File: src/rtl/ibex_instr_realigner_pkg.sv
`default_nettype none
// ============================================================================
// Module  : ibex_instr_realigner_pkg
// Purpose : Helpers shared by the fetch realigner and the compressed
//           instruction decoder.
// Contents: is_compressed_f - a 16-bit parcel starts a compressed (RVC)
//           instruction unless its two lowest bits are 2'b11.
// Revision: 1.0 - initial release
// ============================================================================
package ibex_instr_realigner_pkg;

  function automatic logic is_compressed_f(logic [15:0] instr);
    return (instr[1:0] != 2'b11);
  endfunction

endpackage
`default_nettype wire

File: src/rtl/ibex_instr_realigner_if.sv
`default_nettype none
// ============================================================================
// Module  : ibex_instr_realigner_if
// Purpose : Bundles the fetch-response side, the decoder side and the flush
//           request of the instruction realigner.
// Modports: master - environment (memory response path, IF-ID, flush source)
//           slave  - the realigner itself
// Signals : clear_i/clear_addr_i  flush and restart PC
//           in_*                  word-aligned fetch responses
//           out_*                 realigned instruction towards IF-ID
// Revision: 1.0 - initial release
// ============================================================================
interface ibex_instr_realigner_if;
  logic        clear_i;
  logic [31:0] clear_addr_i;

  logic        in_valid_i;
  logic        in_ready_o;
  logic [31:0] in_rdata_i;
  logic        in_err_i;

  logic        out_valid_o;
  logic        out_ready_i;
  logic [31:0] out_rdata_o;
  logic [31:0] out_addr_o;
  logic        out_compressed_o;
  logic        out_err_o;
  logic        out_err_plus2_o;

  modport master (
    output clear_i, clear_addr_i,
    output in_valid_i, in_rdata_i, in_err_i,
    input  in_ready_o,
    output out_ready_i,
    input  out_valid_o, out_rdata_o, out_addr_o, out_compressed_o,
    input  out_err_o, out_err_plus2_o
  );

  modport slave (
    input  clear_i, clear_addr_i,
    input  in_valid_i, in_rdata_i, in_err_i,
    output in_ready_o,
    input  out_ready_i,
    output out_valid_o, out_rdata_o, out_addr_o, out_compressed_o,
    output out_err_o, out_err_plus2_o
  );
endinterface
`default_nettype wire

File: src/rtl/ibex_instr_realigner.sv
`default_nettype none
// ============================================================================
// Module  : ibex_instr_realigner
// Purpose : Buffers 32-bit word-aligned fetch responses and hands one 16- or
//           32-bit instruction per handshake to the decoder, realigned to
//           bit 0, including instructions straddling a word boundary.
// Ports   : clk_i   - clock
//           rst_ni  - asynchronous active-low reset
//           bus     - slave modport: clear, fetch input, instruction output
// Params  : DEPTH   - buffered words (2..4)
// Revision: 1.0 - initial release
// ============================================================================
module ibex_instr_realigner
  import ibex_instr_realigner_pkg::*;
#(
  parameter int unsigned DEPTH = 2
) (
  input  logic                      clk_i,
  input  logic                      rst_ni,
  ibex_instr_realigner_if.slave     bus
);

  localparam int unsigned IDX_W = $clog2(DEPTH);
  localparam int unsigned CNT_W = $clog2(DEPTH + 1);
  localparam int unsigned SUM_W = CNT_W + 1;

  logic [31:0]      r_mem [DEPTH];
  logic             r_err [DEPTH];
  logic [IDX_W-1:0] r_head;
  logic [CNT_W-1:0] r_count;
  logic [31:0]      r_pc;

  // Circular index arithmetic for a non power-of-two depth.
  function automatic logic [IDX_W-1:0] wrap_idx(input logic [IDX_W-1:0] base,
                                                input logic [CNT_W-1:0] inc);
    logic [SUM_W-1:0] s;
    s = SUM_W'(base) + SUM_W'(inc);
    if (s >= SUM_W'(DEPTH)) s = s - SUM_W'(DEPTH);
    return s[IDX_W-1:0];
  endfunction

  logic [IDX_W-1:0] w_idx1;
  logic [IDX_W-1:0] w_wr_idx;
  logic [31:0]      w_head_word;
  logic             w_head_err;
  logic [31:0]      w_e1_word;
  logic             w_e1_err;
  logic             w_offset;
  logic             w_has1;
  logic             w_has2;
  logic [15:0]      w_low;
  logic             w_comp;
  logic             w_valid;
  logic [31:0]      w_instr;
  logic             w_err;
  logic             w_plus2;
  logic             w_push;
  logic             w_fire;
  logic             w_pop;

  assign w_idx1      = wrap_idx(r_head, CNT_W'(1));
  assign w_wr_idx    = wrap_idx(r_head, r_count);
  assign w_head_word = r_mem[r_head];
  assign w_head_err  = r_err[r_head];
  assign w_e1_word   = r_mem[w_idx1];
  assign w_e1_err    = r_err[w_idx1];
  assign w_offset    = r_pc[1];
  assign w_has1      = (r_count != '0);
  assign w_has2      = (r_count >= CNT_W'(2));
  assign w_low       = w_offset ? w_head_word[31:16] : w_head_word[15:0];
  assign w_comp      = is_compressed_f(w_low);

  always_comb begin
    w_valid = 1'b0;
    w_instr = '0;
    w_err   = 1'b0;
    w_plus2 = 1'b0;
    if (!w_offset) begin
      w_valid = w_has1;
      w_instr = w_comp ? {16'h0, w_low} : w_head_word;
      w_err   = w_head_err;
    end else if (w_comp) begin
      w_valid = w_has1;
      w_instr = {16'h0, w_low};
      w_err   = w_head_err;
    end else begin
      // A straddling instruction whose first half already errored is
      // released without waiting for the second word. Its upper half is
      // held at zero so the output does not change if that word arrives
      // while the decoder stalls.
      w_valid = w_has2 | (w_has1 & w_head_err);
      w_instr = {(w_has2 & ~w_head_err) ? w_e1_word[15:0] : 16'h0, w_low};
      w_err   = w_head_err | (w_has2 & w_e1_err);
      w_plus2 = ~w_head_err & w_has2 & w_e1_err;
    end
  end

  assign bus.in_ready_o       = (r_count < CNT_W'(DEPTH));
  assign bus.out_valid_o      = w_valid;
  assign bus.out_rdata_o      = w_valid ? w_instr : 32'h0;
  assign bus.out_addr_o       = r_pc;
  assign bus.out_compressed_o = w_valid & w_comp;
  assign bus.out_err_o        = w_valid & w_err;
  assign bus.out_err_plus2_o  = w_valid & w_plus2;

  assign w_push = bus.in_valid_i & bus.in_ready_o & ~bus.clear_i;
  assign w_fire = w_valid & bus.out_ready_i & ~bus.clear_i;
  // Only an aligned compressed instruction leaves part of its word unused.
  assign w_pop  = w_fire & (w_offset | ~w_comp);

  always_ff @(posedge clk_i or negedge rst_ni) begin
    if (!rst_ni) begin
      for (int i = 0; i < int'(DEPTH); i++) begin
        r_mem[i] <= '0;
        r_err[i] <= 1'b0;
      end
      r_head  <= '0;
      r_count <= '0;
      r_pc    <= '0;
    end else if (bus.clear_i) begin
      r_head  <= '0;
      r_count <= '0;
      r_pc    <= bus.clear_addr_i & ~32'h1;
    end else begin
      if (w_push) begin
        r_mem[w_wr_idx] <= bus.in_rdata_i;
        r_err[w_wr_idx] <= bus.in_err_i;
      end
      if (w_pop) r_head <= w_idx1;
      r_count <= r_count + CNT_W'(w_push) - CNT_W'(w_pop);
      if (w_fire) r_pc <= r_pc + (w_comp ? 32'd2 : 32'd4);
    end
  end

`ifndef SYNTHESIS
  a_no_push_full: assert property (@(posedge clk_i) disable iff (!rst_ni)
    w_push |-> (r_count < CNT_W'(DEPTH)));

  a_out_stable: assert property (@(posedge clk_i) disable iff (!rst_ni)
    (bus.out_valid_o & ~bus.out_ready_i & ~bus.clear_i) |=>
      (bus.out_valid_o && $stable(bus.out_rdata_o) && $stable(bus.out_addr_o) &&
       $stable(bus.out_err_o) && $stable(bus.out_err_plus2_o) &&
       $stable(bus.out_compressed_o)));

  a_count_bound: assert property (@(posedge clk_i) disable iff (!rst_ni)
    r_count <= CNT_W'(DEPTH));
`endif

endmodule
`default_nettype wire
File: src/flat_wrapper.sv
// flat-port wrapper written by rule: the top's interface ports become plain ports
module ibex_instr_realigner_flat import ibex_instr_realigner_pkg::*;
#(
  parameter int unsigned DEPTH = 2
)
  (clk_i, rst_ni, bus_clear_i, bus_clear_addr_i, bus_in_valid_i, bus_in_rdata_i, bus_in_err_i, bus_in_ready_o, bus_out_ready_i, bus_out_valid_o, bus_out_rdata_o, bus_out_addr_o, bus_out_compressed_o, bus_out_err_o, bus_out_err_plus2_o);
  ibex_instr_realigner_if bus_i ();
  input  logic clk_i;
  input  logic rst_ni;
  input wire logic [$bits(bus_i.clear_i)-1:0] bus_clear_i;
  input wire logic [$bits(bus_i.clear_addr_i)-1:0] bus_clear_addr_i;
  input wire logic [$bits(bus_i.in_valid_i)-1:0] bus_in_valid_i;
  input wire logic [$bits(bus_i.in_rdata_i)-1:0] bus_in_rdata_i;
  input wire logic [$bits(bus_i.in_err_i)-1:0] bus_in_err_i;
  output wire logic [$bits(bus_i.in_ready_o)-1:0] bus_in_ready_o;
  input wire logic [$bits(bus_i.out_ready_i)-1:0] bus_out_ready_i;
  output wire logic [$bits(bus_i.out_valid_o)-1:0] bus_out_valid_o;
  output wire logic [$bits(bus_i.out_rdata_o)-1:0] bus_out_rdata_o;
  output wire logic [$bits(bus_i.out_addr_o)-1:0] bus_out_addr_o;
  output wire logic [$bits(bus_i.out_compressed_o)-1:0] bus_out_compressed_o;
  output wire logic [$bits(bus_i.out_err_o)-1:0] bus_out_err_o;
  output wire logic [$bits(bus_i.out_err_plus2_o)-1:0] bus_out_err_plus2_o;
  assign bus_i.clear_i = bus_clear_i;
  assign bus_i.clear_addr_i = bus_clear_addr_i;
  assign bus_i.in_valid_i = bus_in_valid_i;
  assign bus_i.in_rdata_i = bus_in_rdata_i;
  assign bus_i.in_err_i = bus_in_err_i;
  assign bus_in_ready_o = bus_i.in_ready_o;
  assign bus_i.out_ready_i = bus_out_ready_i;
  assign bus_out_valid_o = bus_i.out_valid_o;
  assign bus_out_rdata_o = bus_i.out_rdata_o;
  assign bus_out_addr_o = bus_i.out_addr_o;
  assign bus_out_compressed_o = bus_i.out_compressed_o;
  assign bus_out_err_o = bus_i.out_err_o;
  assign bus_out_err_plus2_o = bus_i.out_err_plus2_o;
  ibex_instr_realigner #(.DEPTH(DEPTH)) u_core (.clk_i(clk_i), .rst_ni(rst_ni), .bus(bus_i));
endmodule
File: config.mk
export PLATFORM = sky130hd
export DESIGN_NAME = ibex_instr_realigner_flat
export DESIGN_NICKNAME = d
export VERILOG_FILES = /design/src/rtl/ibex_instr_realigner_pkg.sv /design/src/rtl/ibex_instr_realigner_if.sv /design/src/rtl/ibex_instr_realigner.sv /design/src/flat_wrapper.sv
export SDC_FILE = /design/constraint.sdc
export NUM_CORES = 1
export LEC_CHECK = 0
export ABC_AREA = 0
export BUFFER_PORTS_ARGS = -buffer_cell sky130_fd_sc_hd__buf_2
export CAP_MARGIN = 20
export CORE_AREA = 3 3 117 119
export DETAILED_ROUTE_END_ITERATION = 6
export DIE_AREA = 0 0 120 122
export PLACE_DENSITY = 0.69
export RECOVER_POWER = 50
export SETUP_SLACK_MARGIN = 0.02
export SLEW_MARGIN = 40
export SYNTH_ARGS = -nofsm -noshare
export SYNTH_HDL_FRONTEND = slang
export SYNTH_SLANG_ARGS = --single-unit
File: constraint.sdc
create_clock -name clk_i -period 3.8 [get_ports clk_i]
set_input_delay 0.57 -clock clk_i [delete_from_list [all_inputs] [get_ports clk_i]]
set_output_delay 0.57 -clock clk_i [all_outputs]
set_load 0.03 [all_outputs]
==> results of run 1 <==
## layer usage
metal | GRT usage, % | vias up | share of wire (%)
met5 | 0 | - | 0.15
met4 | 6.66 | 4 | 1.7
met3 | 5.94 | 23 | 8.1
met2 | 32.0 | 172 | 47
met1 | 25.5 | 2295 | 43
li1 | - | 2199 | -
## cell usage after synthesis (9+ instances only)
master / number / share of area, %
dfrtp_1: 100 / 44
mux2_2: 66 / 13
nor2_1: 47 / 3.1
mux2i_1: 32 / 5.6
a31oi_1: 25 / 2.8
nand2_1: 23 / 1.5
clkbuf_1: 20 / 1.3
and2_1: 18 / 2.0
mux4_2: 16 / 6.3
o21ai_0: 16 / 1.4
o22a_1: 16 / 2.5
or3_1: 15 / 1.7
inv_1: 13 / 0.86
nand3_1: 13 / 1.1
nand4_1: 12 / 1.3
o31ai_1: 9 / 1.2
xnor2_1: 9 / 1.4
## power groups by stage
stage          combinational, mW  sequential (mW)  clock (mW)
2_1_floorplan               1.18             1.71           0
3_3_place_gp                1.54             1.71           0
3_5_place_dp                1.59             1.74           0
4_1_cts                     1.59             1.72       0.888
5_1_grt                     1.72             1.78       0.932
6_report                    1.57             1.73       0.861
## sequential cells by signal, summed over array words and instances (netlist names)
name	cells
u_core.bus.out_addr_o	31
u_core.r_head	1
u_core.r_err	2
u_core.r_mem	64
u_core.r_count	2
## cell families after synthesis
logic type / after synthesis
adder cells (fa/ha/maj): 5
XOR/XNOR: 10
AO/OA/AOI/OAI: 83
multiplexers: 114
AND/OR/NAND/NOR: 163
flip-flops: 100
buffers and inverters: 45
other: 1
## critical path: stages, from the launching register on
cell and delay (ps):
dfrtp_2 480, mux4_2 630, and2_1 230, inv_1 120
ha_1 220, ha_1 160, a31oi_1 100, or3_1 650
or4_1 580, a31oi_1 180
## stage by stage
step                setup WS, ps  hold WS [ps]
floorplan                    901           274
global placement             510           506
detailed placement           409           519
CTS                          396           201
global route                 205           411
finish                       356           428
## area by class of cell
type / count / area (sq um) / share of cell area, %
Multi-Input combinational cell: 376 / 2990 / 44.4
Sequential cell: 100 / 2500 / 37.2
Timing Repair Buffer: 146 / 708 / 10.5
Clock buffer: 11 / 233 / 3.45
Tap cell: 172 / 215 / 3.19
Inverter: 14 / 52.6 / 0.780
Clock inverter: 5 / 36.3 / 0.538
## path summary, 6_finish.rpt
kind                       slack, ps                   endpoint  depth (start not counted)           startpoint
max in group asynchronous       1060   u_core.bus.out_addr_o[5]                          2               rst_ni
min in group asynchronous        870  u_core.bus.out_addr_o[24]                          1               rst_ni
max reg2reg                      360  u_core.bus.out_addr_o[25]                          9        u_core.r_head
min                              430   u_core.bus.out_addr_o[2]                          3  bus_clear_addr_i[2]
min reg2reg                      530           u_core.r_mem[20]                          1     u_core.r_mem[20]
max                              360  u_core.bus.out_addr_o[25]                          9        u_core.r_head
==> metrics.md, run 1 <==
| Metric | Value |
|---|---|
| Most frequent cells in the layout | `105 x buf_2, 99 x dfrtp_1, 66 x mux2_2` |
| Post-Synth Simple-Gate Area | `14.9%` |
| Fraction of power consumed by combinational cells | `37.8%` |
| Part of the cycle the worst path needs | `90.6%` |
| Status | `finished, violations left` |
| IO Pins | `139` |
| Pint | `2.64 mW` |
| Via count | `4693` |
| Final instance area | `6740 sq um` |
| Worst slew margin | `-48.1%` |
| P_leak | `2.81 nW` |
| CP endpoint kind | `flip-flop` |
| Switch share | `36.6%` |
| #FFs+latches synth | `100` |
| RSZ-0062 raised after global routing | `false` |
| H-tree Lvls | `3` |
| Sequential area share after synthesis | `44.1%` |
| Largest net degree at the start of global routing | `47` |
| Number of global-route vias before repair | `4596` |
| FMAX | `0.290 GHz` |
| Worst hold path type | `input port to flip-flop` |
| Ys async rst share | `100%` |
| CTS tree | `yes` |
| Starting DRC count in detailed routing | `378` |
| Syn. warnings | `0` |
| Total Wirelength | `14300 microns` |
| Area fraction in compound gates after synthesis | `9.85%` |
| Initial antenna violation count | `2` |
| Global route overflow | `0` |
| Core Area | `12700 sq um` |
| Required @ worst endpoint | `4080 ps` |
| Post-CTS Setup Bufs | `0` |
| Crit path arrival time | `3720 ps` |
| Final Hold Fails | `0` |
| Hpwl dp | `9930 microns` |
| Commonest non-fill, non-tap cell in the layout | `buf_2` |
| # clock sinks | `100` |
| Gpl congestion | `0.853` |
| Reg clk slew, reported paths | `70 ps` |
| Antenna-violating nets left | `0` |
| Tot Pwr | `4.16 mW` |
| Clk root buf | `clkbuf_16` |
| Worst-skew pair later-pin latency | `350 ps` |
| Yosys cell types | `46` |
| Post-synth EDFFs | `0` |
| Min cycle time layout | `3440 ps` |
| Die area | `14600 sq um` |
| Non-Filler Instances | `824` |
| Max clock buf depth | `2` |
| Sw Pwr | `1.52 mW` |
| Die Span X | `120 microns` |
| Post-Place Cells | `808` |
| Fillers | `1171` |
| PortBufs | `136` |
| Synth Net Count | `596` |
| Clk pwr share | `20.7%` |
| Share of cells above drive strength 1 | `32.8%` |
| Final slew viol count | `74` |
| Post-synthesis mux area share | `25.1%` |
| Worst-margin pin slew | `2220 ps` |
| Core Util, Final | `53.2%` |
| Area Growth Syn to Fin | `18.7%` |
| Pwr Density | `617 nW/um^2` |
| Via/cell ratio | `5.70` |
| Final setup TNS | `0 ps` |
| Synthesized instance count | `521` |
| Largest fanout on the critical path | `19` |
| Worst setup SP type | `flip-flop` |
| # diodes | `0` |
| CTS Hold Bufs | `0` |
| Initial Util | `44.8%` |
| Seq pwr share | `41.6%` |
| Xor/xnor cell area share of the yosys netlist | `1.54%` |
| Combinational family with the most area after synthesis | `multiplexers` |
| DRC Markers | `0` |
| Failing checks | `max-capacitance violations, max-slew violations` |
| Syn Area/Cell | `10.9 sq um` |
| First-pass GRT wire length | `23000 microns` |
| Main synth FF type | `dfrtp_1` |
| Placement Rows | `41` |
| Setup violators final | `0` |
| Number of CTS-inserted buffers | `9` |
| Drt first pass iters | `5` |
| Average wire per standard cell | `17.4 microns` |
| Post-route clock skew | `3.32 ps` |
| Critical path class | `flip-flop to flip-flop` |
| Peak supply drop | `509 uV` |
| Resized cells post-CTS | `0` |
| Cell Area, Synth | `5680 sq um` |
| Die Ht | `122 microns` |
| Max-cap violations | `2` |
| Placed Area | `6520 sq um` |
| Gr usage total | `19.8%` |
| Post-Synth Adder-Cell Area | `1.10%` |
| NumNets Final | `722` |
No activity file was read; power rests on OpenSTA's default activity.
==> inputs of run 2 (changes only) <==
--- a/config.mk
+++ b/config.mk
@@ -6,15 +6,15 @@
 export NUM_CORES = 1
 export LEC_CHECK = 0
 export ABC_AREA = 0
-export BUFFER_PORTS_ARGS = -buffer_cell sky130_fd_sc_hd__buf_2
 export CAP_MARGIN = 20
 export CORE_AREA = 3 3 117 119
 export DETAILED_ROUTE_END_ITERATION = 6
 export DIE_AREA = 0 0 120 122
-export PLACE_DENSITY = 0.69
+export DONT_BUFFER_PORTS = 1
+export PLACE_DENSITY = 0.6
 export RECOVER_POWER = 50
 export SETUP_SLACK_MARGIN = 0.02
-export SLEW_MARGIN = 40
+export SLEW_MARGIN = 5
 export SYNTH_ARGS = -nofsm -noshare
 export SYNTH_HDL_FRONTEND = slang
 export SYNTH_SLANG_ARGS = --single-unit
==> constraint.sdc (replaced) <==
create_clock -name clk_i -period 3.8 [get_ports clk_i]
set_input_delay 0.76 -clock clk_i [delete_from_list [all_inputs] [get_ports clk_i]]
set_output_delay 0.76 -clock clk_i [all_outputs]
set_load 0.03 [all_outputs]
==> run 2 against run 1 <==
The flow now finishes without violations. Clock-buffer cell count up 2. Setup slack worse by 13 ps. Utilization down 3.7 points. Register-to-register slack better by 20 ps. Critical path depth down 3. Hold slack worse by 330 ps. Sequential share of layout area up 2.7 points. Maximum frequency down 0.37%. Sequential cell count unchanged. Wire length down 1.7%. Largest cell class unchanged. Critical path type is now flip-flop to primary output. Clock skew up 3.2 ps.
==> metrics.md, run 2 (synthesized netlist as in run 1, its figures left out) <==
| Metric | Value |
|---|---|
| Die Ht | `122 microns (unchanged)` |
| Die area | `14600 sq um (unchanged)` |
| P_leak | `2.42 nW (-14%)` |
| # clock sinks | `100 (unchanged)` |
| Number of global-route vias before repair | `4276 (-7.0%)` |
| Antenna-violating nets left | `0 (unchanged)` |
| Clk pwr share | `23.3% (+2.6 points)` |
| Largest fanout on the critical path | `15 (-4)` |
| Initial antenna violation count | `0 (-2)` |
| Total Wirelength | `14100 microns (-1.7%)` |
| Required @ worst endpoint | `3040 ps (-1040 ps)` |
| Seq pwr share | `43.2% (+1.6 points)` |
| Sw Pwr | `1.45 mW (-4.4%)` |
| PortBufs | `0 (-100%)` |
| NumNets Final | `604 (-16%)` |
| Crit path arrival time | `2700 ps (-1020 ps)` |
| CTS Hold Bufs | `0 (unchanged)` |
| Area Growth Syn to Fin | `10.5%` |
| Worst-skew pair later-pin latency | `350 ps (about the same)` |
| Non-Filler Instances | `706 (-14%)` |
| Resized cells post-CTS | `0 (unchanged)` |
| # diodes | `0 (unchanged)` |
| Global route overflow | `0 (unchanged)` |
| Worst hold path type | `input port to async pin` |
| Hpwl dp | `9610 microns (-3.2%)` |
| Commonest non-fill, non-tap cell in the layout | `dfrtp_1` |
| CP endpoint kind | `primary output` |
| FMAX | `0.289 GHz (-0.37%)` |
| Placement Rows | `41 (unchanged)` |
| Min cycle time layout | `3460 ps (+12.8 ps)` |
| Worst slew margin | `28.1% (+76 points)` |
| Core Area | `12700 sq um (unchanged)` |
| Share of cells above drive strength 1 | `23.6% (-9.2 points)` |
| First-pass GRT wire length | `22500 microns (-2.5%)` |
| Reg-to-reg startpoint | `u_core.bus.out_addr_o[1]` |
| Pint | `2.69 mW (+1.8%)` |
| Post-route clock skew | `6.50 ps (+3.18 ps)` |
| Post-CTS Setup Bufs | `0 (unchanged)` |
| H-tree Lvls | `3 (unchanged)` |
| Starting DRC count in detailed routing | `204 (-46%)` |
| IO Pins | `139 (unchanged)` |
| Largest net degree at the start of global routing | `101 (+110%)` |
| Die Span X | `120 microns (unchanged)` |
| Final setup TNS | `0 ps (unchanged)` |
| Switch share | `35.1% (-1.4 points)` |
| Drt first pass iters | `4 (-1)` |
| CTS tree | `yes` |
| Setup violators final | `0 (unchanged)` |
| RSZ-0062 raised after global routing | `false` |
| Status | `finished, final reports clean` |
| Via count | `4175 (-11%)` |
| Final slew viol count | `0 (-100%)` |
| Average wire per standard cell | `20.0 microns (+15%)` |
| Largest register FFs | `64 (unchanged)` |
| Gpl congestion | `0.881 (+3.4%)` |
| Pwr Density | `660 nW/um^2 (+6.9%)` |
| Number of CTS-inserted buffers | `9 (unchanged)` |
| Max-cap violations | `0 (-2)` |
| Core Util, Final | `49.5% (-3.7 points)` |
| Clk root buf | `clkbuf_16` |
| Critical path class | `flip-flop to primary output` |
| CP startpoint | `u_core.r_head` |
| Worst-margin pin slew | `1080 ps (-1140 ps)` |
| Most frequent cells in the layout | `99 x dfrtp_1, 66 x mux2_2, 47 x nor2_1` |
| Gr usage total | `19.6% (-0.23 points)` |
| Reg clk slew, reported paths | `70 ps (about the same)` |
| Final Hold Fails | `0 (unchanged)` |
| Fraction of power consumed by combinational cells | `33.4% (-4.4 points)` |
| DRC Markers | `0 (unchanged)` |
| Peak supply drop | `361 uV (-29%)` |
| Post-Place Cells | `690 (-15%)` |
| Part of the cycle the worst path needs | `91.0% (+0.34 points)` |
| Initial Util | `44.8% (unchanged)` |
| Top reg by flops | `u_core.r_mem` |
| Max clock buf depth | `2 (unchanged)` |
| Via/cell ratio | `5.91 (+3.8%)` |
| Worst setup SP type | `flip-flop` |
run 2: cell types whose count changed in the layout (fill, tap and decap cells not counted), moves of 2 or more:
cell / delta
inv_6: -2
buf_4: +20
buf_2: -105
clkbuf_8: +3
clkbuf_1: -32
clkbuf_2: -2
run 2: final timing paths:
path,to,slack [ps],cells past startpoint
setup / recovery,bus_out_rdata_o[28],340,6
hold reg to reg,u_core.r_mem[57],530,1
setup reg to reg,u_core.bus.out_addr_o[25],380,7
hold / removal,u_core.r_mem[34],100,0
min in group clk_i,u_core.r_head,480,1
max in group asynchronous,u_core.bus.out_addr_o[27],3520,0
run 2: power by group through the flow:
stage	Combinational [mW]	Sequential [mW]	Clock, mW
6_report	1.38	1.79	0.966
5_1_grt	1.52	1.84	1.04
4_1_cts	1.40	1.79	0.994
3_5_place_dp	1.40	1.81	0
3_3_place_gp	1.36	1.77	0
2_1_floorplan	1.18	1.71	0
run 2: stage by stage:
| step | total power, mW | setup slack (ps) | hold WS [ps] | cell area, sq um |
|---|---|---|---|---|
| 6_report | 4.14 | 343 | 99.3 | 6270 |
| 5_1_grt | 4.40 | 135 | 79.6 | 6270 |
| 4_1_cts | 4.18 | 319 | 86.8 | 6280 |
| 3_5_place_dp | 3.21 | 412 | 469 | 5970 |
| 3_3_place_gp | 3.13 | 488 | 469 | 5970 |
| 2_1_floorplan | 2.89 | 771 | 464 | 5680 |
run 2: routing by layer:
| layer | track usage [%] | vias to the layer above | wire length [microns] |
|---|---|---|---|
| li1 | - | 1953 | - |
| met1 | 24.2 | 2077 | 5880 |
| met2 | 31.6 | 124 | 6750 |
| met3 | 6.92 | 21 | 1190 |
| met4 | 7.44 | 0 | 271 |
| met5 | 0 | - | 0 |
run 2: layout make-up:
cell class              count  area (sq um)
inverters                  14          52.6
fillers                  1191          6400
clock inverters             3          43.8
repair buffers             28           206
flip-flops and latches    100          2500
clock buffers              13           270
well taps                 172           215
multi-input cells         376          2980
run 2: worst max-delay path: stages (launching register included):
cell,delay [ps]
dfrtp_2,470
mux4_2,620
a41o_1,260
nand2_1,80
nand2_1,450
nor2_1,280
buf_4,190
==> inputs of run 3 (changes only) <==
--- a/config.mk
+++ b/config.mk
@@ -13,7 +13,9 @@
 export DONT_BUFFER_PORTS = 1
 export PLACE_DENSITY = 0.6
 export RECOVER_POWER = 50
+export REMOVE_ABC_BUFFERS = 1
 export SETUP_SLACK_MARGIN = 0.02
+export SKIP_CTS_REPAIR_TIMING = 1
 export SLEW_MARGIN = 5
 export SYNTH_ARGS = -nofsm -noshare
 export SYNTH_HDL_FRONTEND = slang
==> run 3 against run 2 <==
Sequential power is essentially flat. Final cell count grew 2.5%. Utilization grew 1.4 points. Sequential cell count is the same. Maximum frequency shrank 2.2%. Die area is the same. Power grew 4.7%. Clock-buffer cell count shrank 2. Sequential share of layout area shrank 1.1 points. Final area grew 2.9%. Combinational power grew 6%. Critical path depth grew 1. Critical path type unchanged.
==> metrics.md, run 3 (synthesized netlist as in run 1, its figures left out) <==
| Metric | Value |
|---|---|
| Die Ht | `122 microns (unchanged)` |
| Fraction of power consumed by combinational cells | `33.8% (+0.4 points)` |
| # clock sinks | `100 (unchanged)` |
| # diodes | `0 (unchanged)` |
| H-tree Lvls | `3 (unchanged)` |
| Final Hold Fails | `0 (unchanged)` |
| Required @ worst endpoint | `3040 ps (about the same)` |
| R2r endpoint | `u_core.bus.out_addr_o[25]` |
| Reg-to-reg startpoint | `u_core.r_head` |
| Crit path arrival time | `2780 ps (+80 ps)` |
| CTS tree | `yes` |
| Worst setup SP type | `flip-flop` |
| Number of CTS-inserted buffers | `9 (unchanged)` |
| Clk pwr share | `24.9% (+1.6 points)` |
| WP buf/inv | `2 (+1)` |
| Pint | `2.85 mW (+6.2%)` |
| Reg-to-reg setup timing slack | `480 ps (+100 ps)` |
| P_leak | `2.54 nW (+4.8%)` |
| RSZ-0062 raised after global routing | `false` |
| Worst Slack Setup Final | `265 ps (-78.2 ps)` |
| Part of the cycle the worst path needs | `93.0% (+2.1 points)` |
| Worst slew margin | `51.9% (+24 points)` |
| Die area | `14600 sq um (unchanged)` |
| Worst-skew pair later-pin latency | `350 ps (about the same)` |
| Hpwl dp | `9560 microns (-0.48%)` |
| PortBufs | `0 (unchanged)` |
| CP Cell Sequence | `buf_4 -> mux2i_2 -> a41o_1 -> nand2_1 -> nand2_1 -> nor2_1 -> buf_4` |
| FMAX | `0.283 GHz (-2.2%)` |
| Core Area | `12700 sq um (unchanged)` |
| Max clock buf depth | `2 (unchanged)` |
| Die Span X | `120 microns (unchanged)` |
| Top reg by flops | `u_core.r_mem` |
| Placement Rows | `41 (unchanged)` |
| Core Util, Final | `51.0% (+1.4 points)` |
| Drt first pass iters | `5 (+1)` |
| Fillers | `1151 (-3.4%)` |
| Largest register FFs | `64 (unchanged)` |
| Setup violators final | `0 (unchanged)` |
| Clk root buf | `clkbuf_16` |
| Seq pwr share | `41.4% (-1.8 points)` |
| Via count | `4276 (+2.4%)` |
| Gr usage total | `20.0% (+0.48 points)` |
| Largest net degree at the start of global routing | `101 (unchanged)` |
| Gpl congestion | `0.779 (-12%)` |
| Critical Path Max Stage Delay | `560 ps (-60 ps)` |
| First-pass GRT wire length | `23300 microns (+3.7%)` |
| Worst r2r path cells | `9 (+2)` |
| Reg clk slew, reported paths | `70 ps (about the same)` |
| Cell family with most CP delay | `simple AND/OR/NAND/NOR gates` |
| Antenna-violating nets left | `0 (unchanged)` |
| Area Growth Syn to Fin | `13.7%` |
| Worst-margin pin slew | `720 ps (-359 ps)` |
| Peak supply drop | `291 uV (-19%)` |
| CP max stage cell | `nand2_1` |
| Final setup TNS | `0 ps (unchanged)` |
| Largest fanout on the critical path | `20 (+5)` |
| Average wire per standard cell | `19.5 microns (-2.4%)` |
| Post-route clock skew | `10.4 ps (+3.89 ps)` |
| Final slew viol count | `0 (unchanged)` |
| Sw Pwr | `1.48 mW (+1.9%)` |
| Place WS | `445 ps (+32.2 ps)` |
| Initial Util | `44.8% (unchanged)` |
| Number of global-route vias before repair | `4463 (+4.4%)` |
| Most frequent cells in the layout | `98 x dfrtp_1, 66 x mux2_2, 47 x nor2_1` |
| NumNets Final | `622 (+3.0%)` |
| Critical path class | `flip-flop to primary output` |
| Starting DRC count in detailed routing | `292 (+43%)` |
| Global route overflow | `0 (unchanged)` |
| Via/cell ratio | `5.91 (-0.13%)` |
| Worst hold path type | `input port to async pin` |
| Min cycle time layout | `3540 ps (+78.2 ps)` |
| CP startpoint | `u_core.r_head` |
| Status | `finished, final reports clean` |
| Max-cap violations | `0 (unchanged)` |
| CP endpoint kind | `primary output` |
| Share of cells above drive strength 1 | `26.8% (+3.2 points)` |
| DRC Markers | `0 (unchanged)` |
| Total Wirelength | `14100 microns (about the same)` |
| Pwr Density | `671 nW/um^2 (+1.7%)` |
| Commonest non-fill, non-tap cell in the layout | `dfrtp_1` |
| IO Pins | `139 (unchanged)` |
| Initial antenna violation count | `0 (unchanged)` |
| Switch share | `34.2% (-0.94 points)` |
[run 3: cell count changes in the layout (fill, tap and decap cells not counted), sizes merged]
cell	delta
buf	+19
clkbuf	-3
bufinv	+2
clkinv	-1
inv	+1
[run 3: through the flow]
stage	std cells	power (mW)	area, sq um	hold WS [ps]
after floorplan	490	2.88	5540	464
after global placement	708	3.20	6100	468
after detailed placement	708	3.28	6100	470
after CTS	724	4.37	6450	83.9
after global routing	724	4.62	6460	78.5
final	724	4.34	6460	104
[run 3: power by group through the flow]
stage          sequential [mW]  combinational [mW]  clock (mW)
3_3_place_gp              1.77                1.43           0
5_1_grt                   1.85                1.62        1.15
3_5_place_dp              1.80                1.47           0
2_1_floorplan             1.75                1.12           0
4_1_cts                   1.78                1.48        1.11
6_report                  1.79                1.46        1.08
[run 3: area by class of cell]
| type | count | area, sq um | share of cell area [%] |
|---|---|---|---|
| flip-flops and latches | 100 | 2500 | 38.8 |
| clock buffers | 11 | 243 | 3.76 |
| multi-input cells | 376 | 2990 | 46.3 |
| well taps | 172 | 215 | 3.33 |
| repair buffers | 46 | 345 | 5.35 |
| clock inverters | 5 | 108 | 1.67 |
| inverters | 14 | 52.6 | 0.814 |
[run 3: how the worst max path moves through the flow]
stage | end | cells after the start | slack [ps]
2_1_floorplan | bus_out_rdata_o[16] | 5 | -1100
3_3_place_gp | bus_out_rdata_o[21] | 7 | 460
3_5_place_dp | bus_out_rdata_o[28] | 7 | 440
4_1_cts | bus_out_rdata_o[28] | 7 | 40
5_1_grt | bus_out_rdata_o[26] | 7 | 40
6_report | bus_out_rdata_o[28] | 7 | 260
[run 3: routing by layer]
metal,vias to the layer above,share of wire (%),global-route usage [%]
met1,2137,39,23.6
met5,-,0,0
met2,139,51,34.3
met3,11,8.4,7.20
met4,0,1.1,6.44
li1,1989,-,-
